### src/rtl/seg7_scan_ctrl.sv
// rtl/seg7_scan_ctrl.sv - multiplexed seven-segment scan controller with frame-synchronous commit
// Shadow buffer is written through a valid/ready port and copied to the displayed set only at frame boundaries.
module seg7_scan_ctrl #(
  parameter int NUM_DIGITS   = 4,
  parameter int DWELL_CYCLES = 50000,
  parameter int BLANK_CYCLES = 500,
  parameter int AW           = 2
) (
  input  logic                  CLOCK_50,
  input  logic                  RST_N,
  input  logic                  wr_valid,
  output logic                  wr_ready,
  input  logic [AW-1:0]         wr_addr,
  input  logic [3:0]            wr_data,
  input  logic                  upd,
  input  logic                  lzb_en,
  output logic [0:6]            SEG,
  output logic [NUM_DIGITS-1:0] DIG_N,
  output logic [AW-1:0]         scan_idx,
  output logic                  frame_done
);

  localparam int CNT_MAX = (DWELL_CYCLES > BLANK_CYCLES) ? DWELL_CYCLES : BLANK_CYCLES;
  localparam int CW      = $clog2(CNT_MAX + 1);
  localparam logic [CW-1:0] DWELL_LAST = CW'(DWELL_CYCLES - 1);
  localparam logic [CW-1:0] BLANK_LAST = CW'(BLANK_CYCLES - 1);
  localparam logic [AW-1:0] LAST_DIGIT = AW'(NUM_DIGITS - 1);
  localparam logic [0:6]    SEG_OFF    = 7'b1111111;

  typedef enum logic {
    ST_BLANK = 1'b0,
    ST_SHOW  = 1'b1
  } state_t;

  state_t          state_q, state_d;
  logic [CW-1:0]   cnt_q, cnt_d;
  logic [AW-1:0]   scan_q, scan_d;
  logic            pend_q, pend_d;
  logic            ready_q;
  logic            fd_q;
  logic            boundary;
  logic [0:6]      seg_q, seg_d;
  logic [NUM_DIGITS-1:0] dign_q, dign_d;
  logic [3:0]      shadow [NUM_DIGITS];
  logic [3:0]      active [NUM_DIGITS];
  logic [NUM_DIGITS-1:0] lz_blank;
  logic            zero_run;
  logic [3:0]      cur_val;
  logic            cur_blank;
  logic            wr_fire;

  function automatic logic [0:6] glyph(input logic [3:0] v);
    logic [0:6] g;
    case (v)
      4'h0: g = 7'b0000001;
      4'h1: g = 7'b1001111;
      4'h2: g = 7'b0010010;
      4'h3: g = 7'b0000110;
      4'h4: g = 7'b1001100;
      4'h5: g = 7'b0100100;
      4'h6: g = 7'b0100000;
      4'h7: g = 7'b0001111;
      4'h8: g = 7'b0000000;
      4'h9: g = 7'b0000100;
      4'hA: g = 7'b0001000;
      4'hB: g = 7'b1100000;
      4'hC: g = 7'b0110001;
      4'hD: g = 7'b1000010;
      4'hE: g = 7'b0110000;
      default: g = 7'b0111000;
    endcase
    return g;
  endfunction

  assign wr_fire = wr_valid & ready_q;

  // A digit above 0 is a leading zero when it and every more significant digit are 0.
  always_comb begin
    zero_run = 1'b1;
    lz_blank = '0;
    for (int i = NUM_DIGITS - 1; i >= 1; i--) begin
      zero_run    = zero_run & (active[i] == 4'd0);
      lz_blank[i] = zero_run;
    end
  end

  always_comb begin
    cur_val   = 4'd0;
    cur_blank = 1'b0;
    for (int i = 0; i < NUM_DIGITS; i++) begin
      if (scan_q == AW'(i)) begin
        cur_val   = active[i];
        cur_blank = lz_blank[i];
      end
    end
  end

  always_comb begin
    state_d  = state_q;
    cnt_d    = cnt_q + 1'b1;
    scan_d   = scan_q;
    boundary = 1'b0;
    case (state_q)
      ST_BLANK: begin
        if (cnt_q == BLANK_LAST) begin
          state_d = ST_SHOW;
          cnt_d   = '0;
        end
      end
      ST_SHOW: begin
        if (cnt_q == DWELL_LAST) begin
          state_d = ST_BLANK;
          cnt_d   = '0;
          if (scan_q == LAST_DIGIT) begin
            scan_d   = '0;
            boundary = 1'b1;
          end else begin
            scan_d = scan_q + 1'b1;
          end
        end
      end
    endcase

    // A request seen while one is pending is dropped; one seen on the boundary waits a frame.
    pend_d = pend_q ? !boundary : upd;

    seg_d  = SEG_OFF;
    dign_d = '1;
    if (state_d == ST_SHOW) begin
      seg_d = (lzb_en && cur_blank) ? SEG_OFF : glyph(cur_val);
      for (int i = 0; i < NUM_DIGITS; i++) begin
        dign_d[i] = !(scan_q == AW'(i));
      end
    end
  end

  always_ff @(posedge CLOCK_50) begin
    if (!RST_N) begin
      state_q <= ST_BLANK;
      cnt_q   <= '0;
      scan_q  <= '0;
      pend_q  <= 1'b0;
      ready_q <= 1'b1;
      fd_q    <= 1'b0;
      seg_q   <= SEG_OFF;
      dign_q  <= '1;
      for (int i = 0; i < NUM_DIGITS; i++) begin
        shadow[i] <= 4'd0;
        active[i] <= 4'd0;
      end
    end else begin
      state_q <= state_d;
      cnt_q   <= cnt_d;
      scan_q  <= scan_d;
      pend_q  <= pend_d;
      ready_q <= !pend_d;
      fd_q    <= boundary;
      seg_q   <= seg_d;
      dign_q  <= dign_d;
      // Out-of-range addresses match no slot and are silently dropped.
      for (int i = 0; i < NUM_DIGITS; i++) begin
        if (wr_fire && wr_addr == AW'(i)) begin
          shadow[i] <= wr_data;
        end
      end
      if (boundary && pend_q) begin
        for (int i = 0; i < NUM_DIGITS; i++) begin
          active[i] <= shadow[i];
        end
      end
    end
  end

  assign wr_ready   = ready_q;
  assign SEG        = seg_q;
  assign DIG_N      = dign_q;
  assign scan_idx   = scan_q;
  assign frame_done = fd_q;

endmodule

### config.mk
export PLATFORM = sky130hd
export DESIGN_NAME = seg7_scan_ctrl
export DESIGN_NICKNAME = d
export VERILOG_FILES = /design/src/rtl/seg7_scan_ctrl.sv
export SDC_FILE = /design/constraint.sdc
export NUM_CORES = 1
export LEC_CHECK = 0
export CORE_ASPECT_RATIO = 0.6
export CORE_MARGIN = 1
export CORE_UTILIZATION = 52
export CTS_CLUSTER_DIAMETER = 50
export DETAILED_ROUTE_END_ITERATION = 10
export GPL_TIMING_DRIVEN = 1
export PLACE_DENSITY = 0.73
export SYNTH_ARGS = -nofsm -noshare
export SYNTH_HDL_FRONTEND = slang
export SYNTH_SLANG_ARGS = --single-unit
### constraint.sdc
create_clock -name CLOCK_50 -period 5.4 [get_ports CLOCK_50]
set_input_delay 1.08 -clock CLOCK_50 [delete_from_list [all_inputs] [get_ports CLOCK_50]]
set_output_delay 1.08 -clock CLOCK_50 [all_outputs]
set_load 0.005 [all_outputs]
# Word-level counts from Yosys, hierarchy flattened

Memory sizes are Yosys's and may differ from the RTL's. A register that Yosys moved wholly into a read port is not among the register bits.
Cells that the tools add are included.

Add/subtract/negate cells: 2
Multipliers: 0
Divide/modulo/power cells: 0
Order comparisons: 0
Equal/unequal tests: 8
Shift operators: 0
Multiplexer cells: 42
Bitwise logic cells: 14
Reduce and logical (&&, ||, !) cells: 20

Operator list:

| cell                                            | count |
|---|---|
| 2-to-1 mux 4 bit                                | 12 |
| 2-to-1 mux 16 bit                               | 2 |
| one-hot mux 16 bit (2 select lines)             | 1 |
| 2-to-1 mux 1 bit                                | 25 |
| adder 16 x 1 -> 16 bit (second input constant)  | 1 |
| == test 16 bit (second input constant)          | 1 |
| == test 16 x 9 -> 1 bit (second input constant) | 1 |
| zero test 4 bit                                 | 3 |
| == test 2 bit (second input constant)           | 4 |
| bitwise OR 1 bit                                | 8 |
| logical AND 1 bit                               | 6 |
| zero test 1 bit                                 | 6 |
| == test 2 x 1 -> 1 bit (second input constant)  | 2 |
| zero test 2 bit                                 | 2 |
| AND reduction 2 bit                             | 2 |
| bitwise AND 1 bit                               | 3 |
| NOT 1 bit                                       | 3 |
| OR reduction 3 bit                              | 1 |
| adder 2 x 1 -> 2 bit (second input constant)    | 1 |
| 2-to-1 mux 2 bit                                | 1 |
| one-hot mux 1 bit (2 select lines)              | 1 |

Bits in registers: 26
Bits in latches: 0
Bits in writable memories: 32
Memory bits (read-only): 112
Input bits: 11
Output and inout port bits: 15
Logic and storage cells: 96
Memories kept: 3

Memory list:

| name             | words | bits a word | rd ports | clocked after Yosys merged registers in | write ports | RTL line | RTL |
|---|---|---|---|---|---|---|---|
| (name not given) | 16    | 7           | 1        | 1                                       | 0           | 54       | `case (v)` |
| active           | 4     | 4           | 4        | 0                                       | 4           | 45       | `logic [3:0] active [NUM_DIGITS];` |
| shadow           | 4     | 4           | 4        | 0                                       | 4           | 44       | `logic [3:0] shadow [NUM_DIGITS];` |

# Logic depth before layout (Yosys ltp)

Gate-level depths: netlist (run 1).

Depth in word-level cells: 9
Mapped depth: 11
Mapped depth without buffers: 10

# Worst setup path after synthesis (run 1)

Ideal clock, no wire load.

Kind: reg-to-reg
From: register scan_q[0], in the netlist scan_idx[0]
To: register seg_q (netlist bit SEG[3])
Library setup time: 0.120 ns
Arrival: 2.134 ns
Required time: 5.280 ns
Slack: 3.146 ns
Cell stages (with the launch flop): 10
Buffers on the path: 1
Period minus slack after synthesis: 2.254 ns
Path through: dfxtp_1 -> ha_1 -> clkbuf_1 -> nand2b_1 -> o22ai_1 -> a31oi_1 -> inv_1 -> ha_1 -> o21ai_0 -> a211o_1

Longest elaborated chain between the ends: 6
Elaborated cells between the ends (all ways): 13
Those cells by class: eq/ne (3); mux (7); reduce/logical (3)

Ends and longest elaborated chain:

| item                          | RTL line | RTL |
|---|---|---|
| start: declaration            | 37       | `logic [AW-1:0] scan_q, scan_d;` |
| start signal: assignment      | 154      | `scan_q <= scan_d;` |
| == test 2 x 1 -> 1 bit        | 91       | `if (scan_q == AW'(i)) begin` |
| 2-to-1 mux 1 bit (3 in a row) | 91       |  |
| logical AND 1 bit             | 130      | `seg_d = (lzb_en && cur_blank) ? SEG_OFF : glyph(cur_val);` |
| OR reduction 3 bit (no line)  | --       |  |
| end: declaration              | 42       | `logic [0:6] seg_q, seg_d;` |

Several ways; a longest one is shown, not always the timed one.
A chain may end at the register's enable or synchronous reset.

==> results.json, run 1 <==
{
  "finalCriticalPeriod_ps": 2860,
  "hold_viol": 0,
  "cp_max_fo": 17,
  "yosysWarnings": 0,
  "synthDistinctLibCells": 47,
  "diodes": 0,
  "worst_hold_slack_ps": 468,
  "dieArea_um2": 5960,
  "drc": 0,
  "layout_common_cells": "dfxtp_1 (33), edfxtp_1 (32), nor2_1 (26)",
  "path_clk_slew_ps": 70,
  "firstDrtPassIters": 5,
  "yosysTopAreaCell": "edfxtp_1",
  "tightest_slew_ps": 1050,
  "area_growth_pct": 16.3,
  "syn_nets": 297,
  "syn-mean-instance-area_um2": 10.6,
  "period_share_pct": 53.0,
  "rsz0062_at_grt": "false",
  "setup_tns_ps": 0,
  "crit_path_end_kind": "flop",
  "vias": 2135,
  "path_class": "in -> reg",
  "routed_wirelength_um": 5530,
  "grt_start_max_net_pins": 20,
  "ant_nets": 0,
  "clock.fmax_mhz": 349,
  "avgViaCountPerCell": 5.66,
  "start_kind": "input port",
  "cts_resized": 0,
  "slew_violations": 0,
  "synth_top_area_share_pct": 32.7,
  "cts_inserted_buffers": 9,
  "pwr_density_cell_nw_per_um2": 275,
  "overflow": 0,
  "wl_per_cell_um": 14.7,
  "port_buffers": 25,
  "synth.cell_area_um2": 2940,
  "ios": 26,
  "cts_tree": "done",
  "row_count": 20,
  "clock_skew_ps": 9.00,
  "required_ps": 5580,
  "cts_hold_buf": 0,
  "grt_pass1_wl_um": 9300,
  "clk-insertion-delay-late_ps": 330,
  "start_util_pct": 55.9,
  "synth-edff-count": 32,
  "final_nets": 327,
  "final_area_um2": 3420,
  "synth_ff_type": "dfxtp_1",
  "grt.total_usage_pct": 20.7,
  "clockBufferDepth": 2,
  "hp-class": "reg -> reg",
  "post_dp_cell_area_um2": 3240,
  "clockRootBuffer": "clkbuf_8",
  "fp.dieH_um": 60.2,
  "die_x_um": 99.0,
  "arrival_ps": 3050,
  "htreeDepth": 3,
  "synth_cells": 276,
  "outcome": "complete, no violations",
  "ir_drop_uv": 142,
  "p_leak_nw": 1.29,
  "synth_area_leaders": "edfxtp_1 (33%), dfxtp_1 (22%), ha_1 (4.3%), and3_1 (3.8%), and2_1 (3.6%)",
  "post_cts_buffers": 0,
  "synthArstFlopShare_pct": 0,
  "finalSetupViolCount": 0,
  "drive_gt1_share_pct": 7.07,
  "ys_ff_latch": 65,
  "cts_sinks": 65,
  "maxCapViolations": 0,
  "gp_congestion": 0.846,
  "coreArea_um2": 5260,
  "grt_pass1_vias": 1883,
  "dr.first_iter.drc_count": 171,
  "fin_util_pct": 65.0,
  "antenna_found_initial": 0,
  "slew_headroom_pct": 29.3,
  "dpl.hpwl_um": 4160,
  "final_common_cell": "dfxtp_1",
  "ys_seq_area_share_pct": 55.2
}
[path summary, 6_finish.rpt]
kind	startpoint	end	slack [ps]	depth (start not counted)
worst max-delay path	RST_N	active[3][0]	2540	4
worst min-delay path	cnt_q[0]	cnt_q[0]	470	1
worst max register to register	scan_idx[1]	SEG[5]	2800	10
worst min register to register	cnt_q[0]	cnt_q[0]	470	1
[final cells by class]
class | instances | area, µm²
repair buffers | 25 | 250
fillers | 421 | 1840
flip-flops and latches | 65 | 1620
well taps | 66 | 82.6
multi-input cells | 193 | 1240
clock buffers | 9 | 124
clock inverters | 7 | 53.8
inverters | 12 | 45.0
[per-stage QoR]
stage / total power, mW / setup slack [ps] / cells
3_3_place_gp: 0.589 / 2350 / 361
3_5_place_dp: 0.590 / 2230 / 361
6_report: 0.939 / 2540 / 377
2_1_floorplan: 0.570 / 3150 / 276
5_1_grt: 0.975 / 2350 / 377
4_1_cts: 0.948 / 2570 / 377
[cell families (layout without fill, tap and decap cells)]
logic type	Yosys count	in the layout	synth area share [%]
simple gates	125	125	23.6
flops	65	65	55.2
compound gates	43	43	9.75
buf+inv	18	53	2.64
xor+xnor	13	13	3.88
fa+ha+maj	10	10	4.26
mux	2	2	0.681
[flip-flops by register name, indices dropped and copies added, names as in the netlist, 2 cells and up]
name / cells
DIG_N: 4
SEG: 7
active: 16
cnt_q: 16
scan_idx: 2
shadow: 16
[synthesized netlist by cell type (2+ instances only)]
cell type,count
a211o_1,2
a21oi_1,7
a31oi_1,2
and2_1,17
and3_1,18
and4_1,3
buf_2,2
clkbuf_1,3
dfxtp_1,33
edfxtp_1,32
ha_1,10
inv_1,12
mux2i_1,2
nand2_1,18
nand2b_1,5
nand3_1,13
nand3b_1,3
nand4_1,3
nor2_1,26
nor3_1,5
nor3b_1,2
nor4_1,3
o211ai_1,6
o21a_1,2
o21ai_0,14
xnor2_1,6
xor2_1,7
[worst max-delay path: stages]
cell             delay, ps
clkdlybuf4s50_1        580
inv_1                  180
nor4_2                 920
and3_1                 280
[power breakdown]
group,switching [mW],internal (mW)
logic,0.0238,0.0171
registers,0.00847,0.530
clock network,0.190,0.169
[metal layers]
| layer | vias to the layer above | track usage (%) | routed length (µm) |
|---|---|---|---|
| li1 | 1066 | - | - |
| met1 | 999 | 31.4 | 2990 |
| met4 | 0 | 4.69 | 39 |
| met5 | - | 0 | 0 |
| met2 | 66 | 27.9 | 2150 |
| met3 | 4 | 6.90 | 352 |
Note: power is estimated with default switching activity, not from simulation.
==> run 2: changes to the inputs <==
--- a/config.mk
+++ b/config.mk
@@ -7,11 +7,11 @@
 export LEC_CHECK = 0
 export CORE_ASPECT_RATIO = 0.6
 export CORE_MARGIN = 1
-export CORE_UTILIZATION = 52
+export CORE_UTILIZATION = 51
 export CTS_CLUSTER_DIAMETER = 50
 export DETAILED_ROUTE_END_ITERATION = 10
 export GPL_TIMING_DRIVEN = 1
-export PLACE_DENSITY = 0.73
+export PLACE_DENSITY = 0.75
 export SYNTH_ARGS = -nofsm -noshare
 export SYNTH_HDL_FRONTEND = slang
 export SYNTH_SLANG_ARGS = --single-unit
==> constraint.sdc (replaced) <==
create_clock -name CLOCK_50 -period 2.3 [get_ports CLOCK_50]
set_input_delay 0.46 -clock CLOCK_50 [delete_from_list [all_inputs] [get_ports CLOCK_50]]
set_output_delay 0.46 -clock CLOCK_50 [all_outputs]
set_load 0.005 [all_outputs]
==> results.json, run 2 (synthesized netlist as in run 1, its figures left out) <==
{
  "p_leak_nw": 1.39,
  "dpl.hpwl_um": 4210,
  "hp-class": "reg -> reg",
  "ant_nets": 0,
  "cts_inserted_buffers": 9,
  "maxCapViolations": 0,
  "clockRootBuffer": "clkbuf_8",
  "worst_path_max_delay_cell": "or4b_4",
  "top_regs": "active x16, cnt_q x16, shadow x16",
  "dr.first_iter.drc_count": 127,
  "routed_wirelength_um": 5790,
  "htreeDepth": 3,
  "path_class": "reg -> reg",
  "ios": 26,
  "ir_drop_uv": 423,
  "fp.dieH_um": 60.8,
  "start_kind": "flop",
  "final_cells": 406,
  "grtUsageMet3_pct": 6.57,
  "crit_path_end_kind": "flop",
  "vias": 2169,
  "drive_gt1_share_pct": 14.3,
  "grt_start_max_net_pins": 20,
  "firstDrtPassIters": 4,
  "tightest_slew_ps": 561,
  "arrival_ps": 2440,
  "hold_viol": 0,
  "path_buf_inv": 0,
  "grt.total_usage_pct": 20.4,
  "outcome": "complete, no violations",
  "layout_common_cells": "edfxtp_1 (32), dfxtp_1 (29), nor2_1 (26)",
  "dieArea_um2": 6080,
  "coreArea_um2": 5310,
  "fillers": 416,
  "finalCriticalPeriod_ps": 2210,
  "drc": 0,
  "grt_pass1_wl_um": 9070,
  "clock_skew_ps": 4.84,
  "numPlacedInstances": 390,
  "crit_family": "compound AO/OA/AOI/OAI gates",
  "pwr_density_cell_nw_per_um2": 623,
  "cts_hold_buf": 0,
  "rsz0062_at_grt": "false",
  "cp_max_fo": 4,
  "final_nets": 345,
  "finalSetupViolCount": 0,
  "antenna_found_initial": 0,
  "crit_path_max_incr_delay_ps": 460,
  "required_ps": 2530,
  "crit_start": "cnt_q[0]",
  "clk-insertion-delay-late_ps": 340,
  "hold_start": "scan_idx[1]",
  "diodes": 0,
  "setup_tns_ps": 0,
  "start_util_pct": 55.4,
  "clock.fmax_mhz": 453,
  "slew_headroom_pct": 62.2,
  "overflow": 0,
  "cts_tree": "done",
  "busiest_layer": "met1",
  "row_count": 20,
  "reg2reg_from": "cnt_q[0]",
  "grt_pass1_vias": 1929,
  "final_common_cell": "edfxtp_1",
  "wl_per_cell_um": 14.2,
  "met1_usage_pct": 29.3,
  "gp_congestion": 0.875,
  "period_share_pct": 96.0,
  "area_growth_pct": 22.7,
  "port_buffers": 25,
  "avgViaCountPerCell": 5.34,
  "slew_violations": 0,
  "use_met2_pct": 29.1,
  "clockBufferDepth": 2,
  "crit_chain": "ha_4 -> or4b_4 -> o41ai_2 -> o211ai_1 -> or2_1 -> a311o_1",
  "die_x_um": 100,
  "cts_sinks": 65,
  "path_clk_slew_ps": 70
}
## run 2: final timing paths
| check | slack [ps] | cells past startpoint | to |
|---|---|---|---|
| min reg2reg | 520 | 2 | scan_idx[1] |
| max reg2reg | 90 | 6 | SEG[2] |
| max | 90 | 6 | SEG[2] |
| min | 520 | 2 | scan_idx[1] |
## run 2: per-layer routing
metal	vias to the layer above	wire (µm)
li1	1099	-
met1	974	3080
met2	84	2240
met3	12	398
met4	0	70
met5	-	0
## run 2: through the flow
step           power (mW)  setup slack, ps  hold WS, ps  cell area, µm²  util (%)
2_1_floorplan        1.34             46.4          426            2940         -
3_3_place_gp         1.39              102          499            3390      63.8
3_5_place_dp         1.40             12.0          509            3390      63.8
4_1_cts              2.26             8.76          519            3570      67.3
5_1_grt              2.33             15.1          556            3610      68.0
6_report             2.25             92.8          516            3610      68.0
## run 2: final cells by class
cell class              count  area (µm²)  area share, %
repair buffers             43         385           10.7
multi-input cells         193        1270           35.2
clock buffers              11         141           3.92
clock inverters             5        40.0           1.11
well taps                  77        96.3           2.67
flip-flops and latches     65        1630           45.2
inverters                  12        45.0           1.25
## run 2: timing repair
item                       4_1_cts  5_1_grt
buffers inserted                 0        0
setup endpoints to repair        0        5
resized for setup                0       11
## run 2: worst register-to-register path: cells and delay by family (launching register included)
kind,cells,cell delay (ps)
AOI/OAI and AO/OA,3,820
adders and majority gates,1,150
DFF,1,360
and+or+nand+nor,2,760
## run 2: power by group
part           internal, mW  switching [mW]  total, mW
registers              1.24          0.0157       1.26
clock network         0.426           0.444      0.869
logic                0.0525          0.0643      0.117
total                  1.72           0.524       2.25
==> run 3: changes to the inputs <==
--- a/config.mk
+++ b/config.mk
@@ -9,9 +9,11 @@
 export CORE_MARGIN = 1
 export CORE_UTILIZATION = 51
 export CTS_CLUSTER_DIAMETER = 50
+export CTS_CLUSTER_SIZE = 10
 export DETAILED_ROUTE_END_ITERATION = 10
 export GPL_TIMING_DRIVEN = 1
 export PLACE_DENSITY = 0.75
 export SYNTH_ARGS = -nofsm -noshare
 export SYNTH_HDL_FRONTEND = slang
 export SYNTH_SLANG_ARGS = --single-unit
+export TNS_END_PERCENT = 20
==> results of run 3 <==
No change in the layout: final DEF, timing and power equal those of run 2.
==> RTL change 1, RTL diff (config.mk and constraints of run 2) <==
The parameter `DWELL_CYCLES` goes from 50000 to 100000.
--- a/src/rtl/seg7_scan_ctrl.sv
+++ b/src/rtl/seg7_scan_ctrl.sv
@@ -4,3 +4,3 @@
   parameter int NUM_DIGITS   = 4,
-  parameter int DWELL_CYCLES = 50000,
+  parameter int DWELL_CYCLES = 100000,
   parameter int BLANK_CYCLES = 500,
Check against the original RTL: no difference found for any inputs over 10 cycles, from zero or initial values and one cycle with RST_N low; that may be too few to reach the edited logic, so the function may still have changed.
==> RTL change 1 against run 2 <==
Wire length is 2.8% lower. Non-clock buffer count is 8 lower. First-iteration DRC count is 14% lower. Power up 4.4%. Clock power increased by 7.7%. Synthesized area up 4.7%. Sequential cell count rose by 1. Setup slack gained 0.092 ns. Final area grew 1.5%. Critical endpoint is now SEG[5].
==> RTL change 1: results (changes against run 2) <==
Route
  • Metal3 WL: 355 um (-11%)
  • Met2 wire length: 2370 um (+6.0%)
  • Detail-routed via count per cell: 5.27 (-1.4%)
  • Starting DRC count in detailed routing: 109 (-14%)
  • Met1 wire length: 2840 um (-7.7%)
  • Average wire length per cell after detail routing: 13.8 um (-3.2%)

Logic synthesis
  • Number of cells produced by synthesis: 283 (+2.5%)
  • Main area contributors after synthesis: edfxtp_1 (31%), dfxtp_1 (22%), ha_1 (4.5%)
  • Synthesis warning total: 0 (unchanged)
  • Number of distinct library cells after synthesis: 49 (+4.3%)
  • Syn Nets: 305 (+2.7%)
  • Sequential share of the synthesized area: 53.4% (-1.8 points)
  • Top cells by count, synth: dfxtp_1 (34), edfxtp_1 (32), nand2_1 (28), nor2_1 (28), and2_1 (18)

Finish
  • Fraction of layout instances using a drive strength above 1: 17.1% (+2.8 points)
  • Largest regs: cnt_q (17), active (16), shadow (16)

Placement
  • Half-perimeter wire length after placement: 4180 um (-0.84%)
  • Final weighted congestion in routability-driven placement: 0.887 (+1.3%)

Global route
  • Largest net degree at the start of global routing: 18 (-10%)
  • Vias in the first global route: 2056 (+6.6%)
  • First-pass GRT wire length: 9480 um (+4.5%)
  • Total Routing Usage GR: 19.9% (-0.55 points)

Power
  • Static Leak: 1.36 nW (-1.6%)
  • Worst supply voltage drop on vdd: 0.315 mV (-25%)
  • Total net switching power: 527 uW (+0.63%)

Setup path
  • Slowest Stage Delay on Critical Path: 0.43 ns (-0.03 ns)
  • Max stage delay cell, worst path: dfxtp_1
  • Largest fanout on the critical path: 8 (+4)

Timing
  • Clock tree skew after final layout: 0.00694 ns (+0.00210 ns)

Run status
  • Result of the run: finished, final reports clean
==> RTL change 1: cell types whose count changed in the layout (fill, tap and decap cells not counted), moves of 5 or more <==
cell	before	now
dfxtp_1	29	34
and2_2	0	16
buf_4	18	9
nand2_1	18	28
o21ai_0	14	6
and3_1	18	0
o211ai_1	6	11
==> RTL change 1: critical path: cells and delay by family, from the launching register on <==
kind | cells | cell delay [ns]
compound gates | 2 | 0.44
fa+ha+maj | 1 | 0.36
flops | 1 | 0.43
simple gates | 3 | 0.80
==> RTL change 1: layout make-up <==
class	instances	area, um2
Fill cell	472	2040
Sequential cell	66	1640
Clock inverter	5	55.1
Inverter	11	41.3
Clock buffer	11	131
Timing Repair Buffer	35	338
Tap cell	80	100
Multi-Input combinational cell	200	1350
==> RTL change 1: logic make-up after synthesis <==
kind of cell | count (synthesis) | synth area share (%)
AND/OR/NAND/NOR | 138 | 25.3
flip-flops | 66 | 53.4
AO/OA/AOI/OAI | 34 | 9.03
buffers and inverters | 17 | 2.97
XOR/XNOR | 15 | 4.27
adder cells (fa/ha/maj) | 11 | 4.47
multiplexers | 2 | 0.651
==> RTL change 1: through the flow <==
stage	total power, mW	instance area, um2	hold WS [ns]	util (%)	setup slack, ns
floorplan	1.38	3080	0.430	-	0.0985
global placement	1.43	3460	0.444	60.6	0.214
detailed placement	1.43	3460	0.449	60.6	0.0269
CTS	2.36	3640	0.465	63.9	0.00947
global route	2.42	3660	0.497	64.2	-0.00777
finish	2.35	3660	0.460	64.2	0.185
==> RTL change 1: power groups by stage <==
stage	clock network, mW	registers, mW	logic (mW)
floorplan	0	1.30	0.0727
global route	0.995	1.29	0.138
finish	0.936	1.28	0.125
detailed placement	0	1.31	0.121
global placement	0	1.31	0.118
CTS	0.951	1.28	0.122
==> RTL change 1: routing by layer <==
metal | vias to the layer above | track usage, %
met3 | 6 | 7.88
met4 | 0 | 6.25
met1 | 989 | 28.5
met2 | 73 | 27.3
met5 | - | 0
li1 | 1081 | -
==> RTL change 1: what timing repair did <==
action,in CTS,in global routing
pin swaps,1,2
resized for setup,0,5
setup buffers,0,1
setup endpoints to repair,1,6
==> RTL change 1: worst paths after layout <==
check | from | to | slack (ns) | depth (start not counted)
worst min register to register | cnt_q[0] | cnt_q[0] | 0.46 | 1
worst max-delay path | scan_idx[0] | SEG[5] | 0.18 | 6
worst max register to register | scan_idx[0] | SEG[5] | 0.18 | 6
worst min-delay path | cnt_q[0] | cnt_q[0] | 0.46 | 1
==> RTL change 2, RTL diff (settings of run 2) <==
Made on the original files. Remove the register `seg_q`: a continuous assignment takes its place, so the output `SEG` follows one clock earlier.
--- a/src/rtl/seg7_scan_ctrl.sv
+++ b/src/rtl/seg7_scan_ctrl.sv
@@ -144,3 +144,2 @@
       fd_q    <= 1'b0;
-      seg_q   <= SEG_OFF;
       dign_q  <= '1;
@@ -157,3 +156,2 @@
       fd_q    <= boundary;
-      seg_q   <= seg_d;
       dign_q  <= dign_d;
@@ -173,2 +171,4 @@
 
+  assign seg_q = seg_d;
+
   assign wr_ready   = ready_q;
Function: same outputs for any inputs over 10 cycles, from zero or initial values and one cycle with RST_N low; that may be too few to reach the edited logic, so the function may still have changed.
==> RTL change 2 against run 2 <==
The flow now finishes with violations (DRC, setup timing). Sequential cell count fell by 7. Non-clock buffer count rose by 34. Setup slack got worse by 0.53 ns. Via count rose by 9.2%. Synthesized cell count rose by 0.36%. Fmax fell by 19%. First-iteration DRC count fell by 8.7%. Power rose by 3.4%. Clock skew rose by 0.0069 ns. Synthesized area fell by 4.3%. Final area rose by 11%. Wire length rose by 23%. Largest power group unchanged.
==> RTL change 2: results (changes against run 2) <==
Route
  • Post-detailed-route DRC marker count: 8 (+8)
  • Met2 wire length: 3130 um (+40%)
  • Pre-Repair DR Iteration Count: 8 (+4)
  • Met1 wire length: 3370 um (+9.3%)
  • Total number of vias: 2369 (+9.2%)
  • Metal3 WL: 474 um (+19%)
  • Average wire length per cell after detail routing: 16.6 um (+16%)
  • Starting DRC count in detailed routing: 116 (-8.7%)

Setup path
  • Worst EP arrival: 2.27 ns (-0.17 ns)
  • Slowest Stage Delay on Critical Path: 0.40 ns (-0.06 ns)
  • Worst reg2reg path startpoint: cnt_q[1]
  • Delay-heaviest family, CP: buffers and inverters
  • Worst Setup EP: SEG[4]
  • Timing startpoint of the critical path: scan_idx[0]
  • Max stage delay cell, worst path: dfxtp_4
  • Largest fanout on the critical path: 6 (+2)
  • Depth of the most critical reg-to-reg path: 7 (+1)
  • RR Endpoint: active[3][0]

Finish
  • Net total in the final layout: 379 (+9.9%)
  • Fraction of layout instances using a drive strength above 1: 32.0% (+18 points)
  • Antenna diode count: 0 (unchanged)
  • Post-Layout Cell Count: 428 (+5.4%)

Timing
  • Total setup violations reported at the end of the flow: 7 (+7)
  • Setup Total Neg Slack: -2.80 ns (-2.80 ns)
  • Clock tree skew after final layout: 0.0117 ns (+0.00687 ns)
  • Worst hold slack across all endpoints: 0.527 ns (+0.0112 ns)
  • Worst slew slack as a fraction of its limit: 60.8% (-1.4 points)
  • Setup ws final: -0.434 ns (-0.527 ns)

Global route
  • Met1 routing resource usage after global routing: 35.0% (+5.7 points)
  • Global Route met2 Usage: 41.5% (+12 points)
  • M3 GR Usage: 7.67% (+1.1 points)
  • Largest net degree at the start of global routing: 17 (-15%)
  • Total Routing Usage GR: 26.1% (+5.7 points)
  • First-pass GRT wire length: 11400 um (+25%)
  • Vias in the first global route: 2314 (+20%)

Power
  • Static Leak: 1.49 nW (+7.6%)
  • Worst supply voltage drop on vdd: 0.359 mV (-15%)

Placement
  • Final weighted congestion in routability-driven placement: 0.906 (+3.5%)
  • Cell area after placement: 0.00350 mm2 (+3.4%)
  • Half-perimeter wire length after placement: 4680 um (+11%)
  • DP Cell Count: 405 (+3.8%)
  • Pre-CTS setup slack: -0.556 ns (-0.568 ns)

Logic synthesis
  • Sequential share of the synthesized area: 52.7% (-2.5 points)
  • Syn Nets: 299 (+0.67%)
  • Number of distinct library cells after synthesis: 40 (-15%)
  • Main area contributors after synthesis: edfxtp_1 (34%), dfxtp_1 (19%), and2_1 (7.6%)
  • Top cells by count, synth: and2_1 (34), edfxtp_1 (32), nand2_1 (28)

Run status
  • Result of the run: finished, violations left
  • Failing checks: DRC, setup timing
==> RTL change 2: cell types whose count changed after synthesis, sizes merged, moves of 3 or more <==
cell / delta
and3: -18
nor3: +5
nand3: -4
nand2: +9
o21ai: -4
a21oi: -5
and2: +17
a21boi: +3
a211oi: +3
dfxtp: -7
==> RTL change 2: worst min path at each step <==
stage / startpoint / cells past startpoint / endpoint
4_1_cts: shadow[2][3] / 1 / active[2][3]
6_report: shadow[2][3] / 1 / active[2][3]
5_1_grt: shadow[3][0] / 1 / active[3][0]
3_3_place_gp: cnt_q[7] / 2 / cnt_q[7]
2_1_floorplan: cnt_q[0] / 1 / cnt_q[0]
3_5_place_dp: shadow[3][2] / 1 / active[3][2]
==> RTL change 2: kinds of logic after synthesis <==
kind of cell	share of synthesized area, %
AOI/OAI and AO/OA	8.77
xor gates and xnor gates	4.36
adders and majority gates	4.90
buffers and inverters	3.29
DFF	52.7
muxes	0.356
and+or+nand+nor	25.6
==> RTL change 2: layout make-up <==
| cell class | count | area, um2 |
|---|---|---|
| clock buffer | 10 | 128 |
| clock inverter | 6 | 81.3 |
| sequential | 58 | 1490 |
| timing repair buffer | 77 | 657 |
| fill | 329 | 1190 |
| tap | 66 | 82.6 |
| inverter | 13 | 56.3 |
| multi-input combinational | 198 | 1500 |
==> RTL change 2: power breakdown <==
part / switching (mW) / leakage [nW] / internal (mW)
sequential: 0.0204 / 0.532 / 1.13
clock: 0.393 / 0.105 / 0.603
combinational: 0.0925 / 0.853 / 0.0876
==> RTL change 2: timing repair <==
| action | CTS | global route |
|---|---|---|
| setup buffers | 8 | 0 |
| pin swaps | 19 | 6 |
| hold buffers | 0 | 0 |
| resized for setup | 80 | 9 |
| setup endpoints to repair | 24 | 7 |
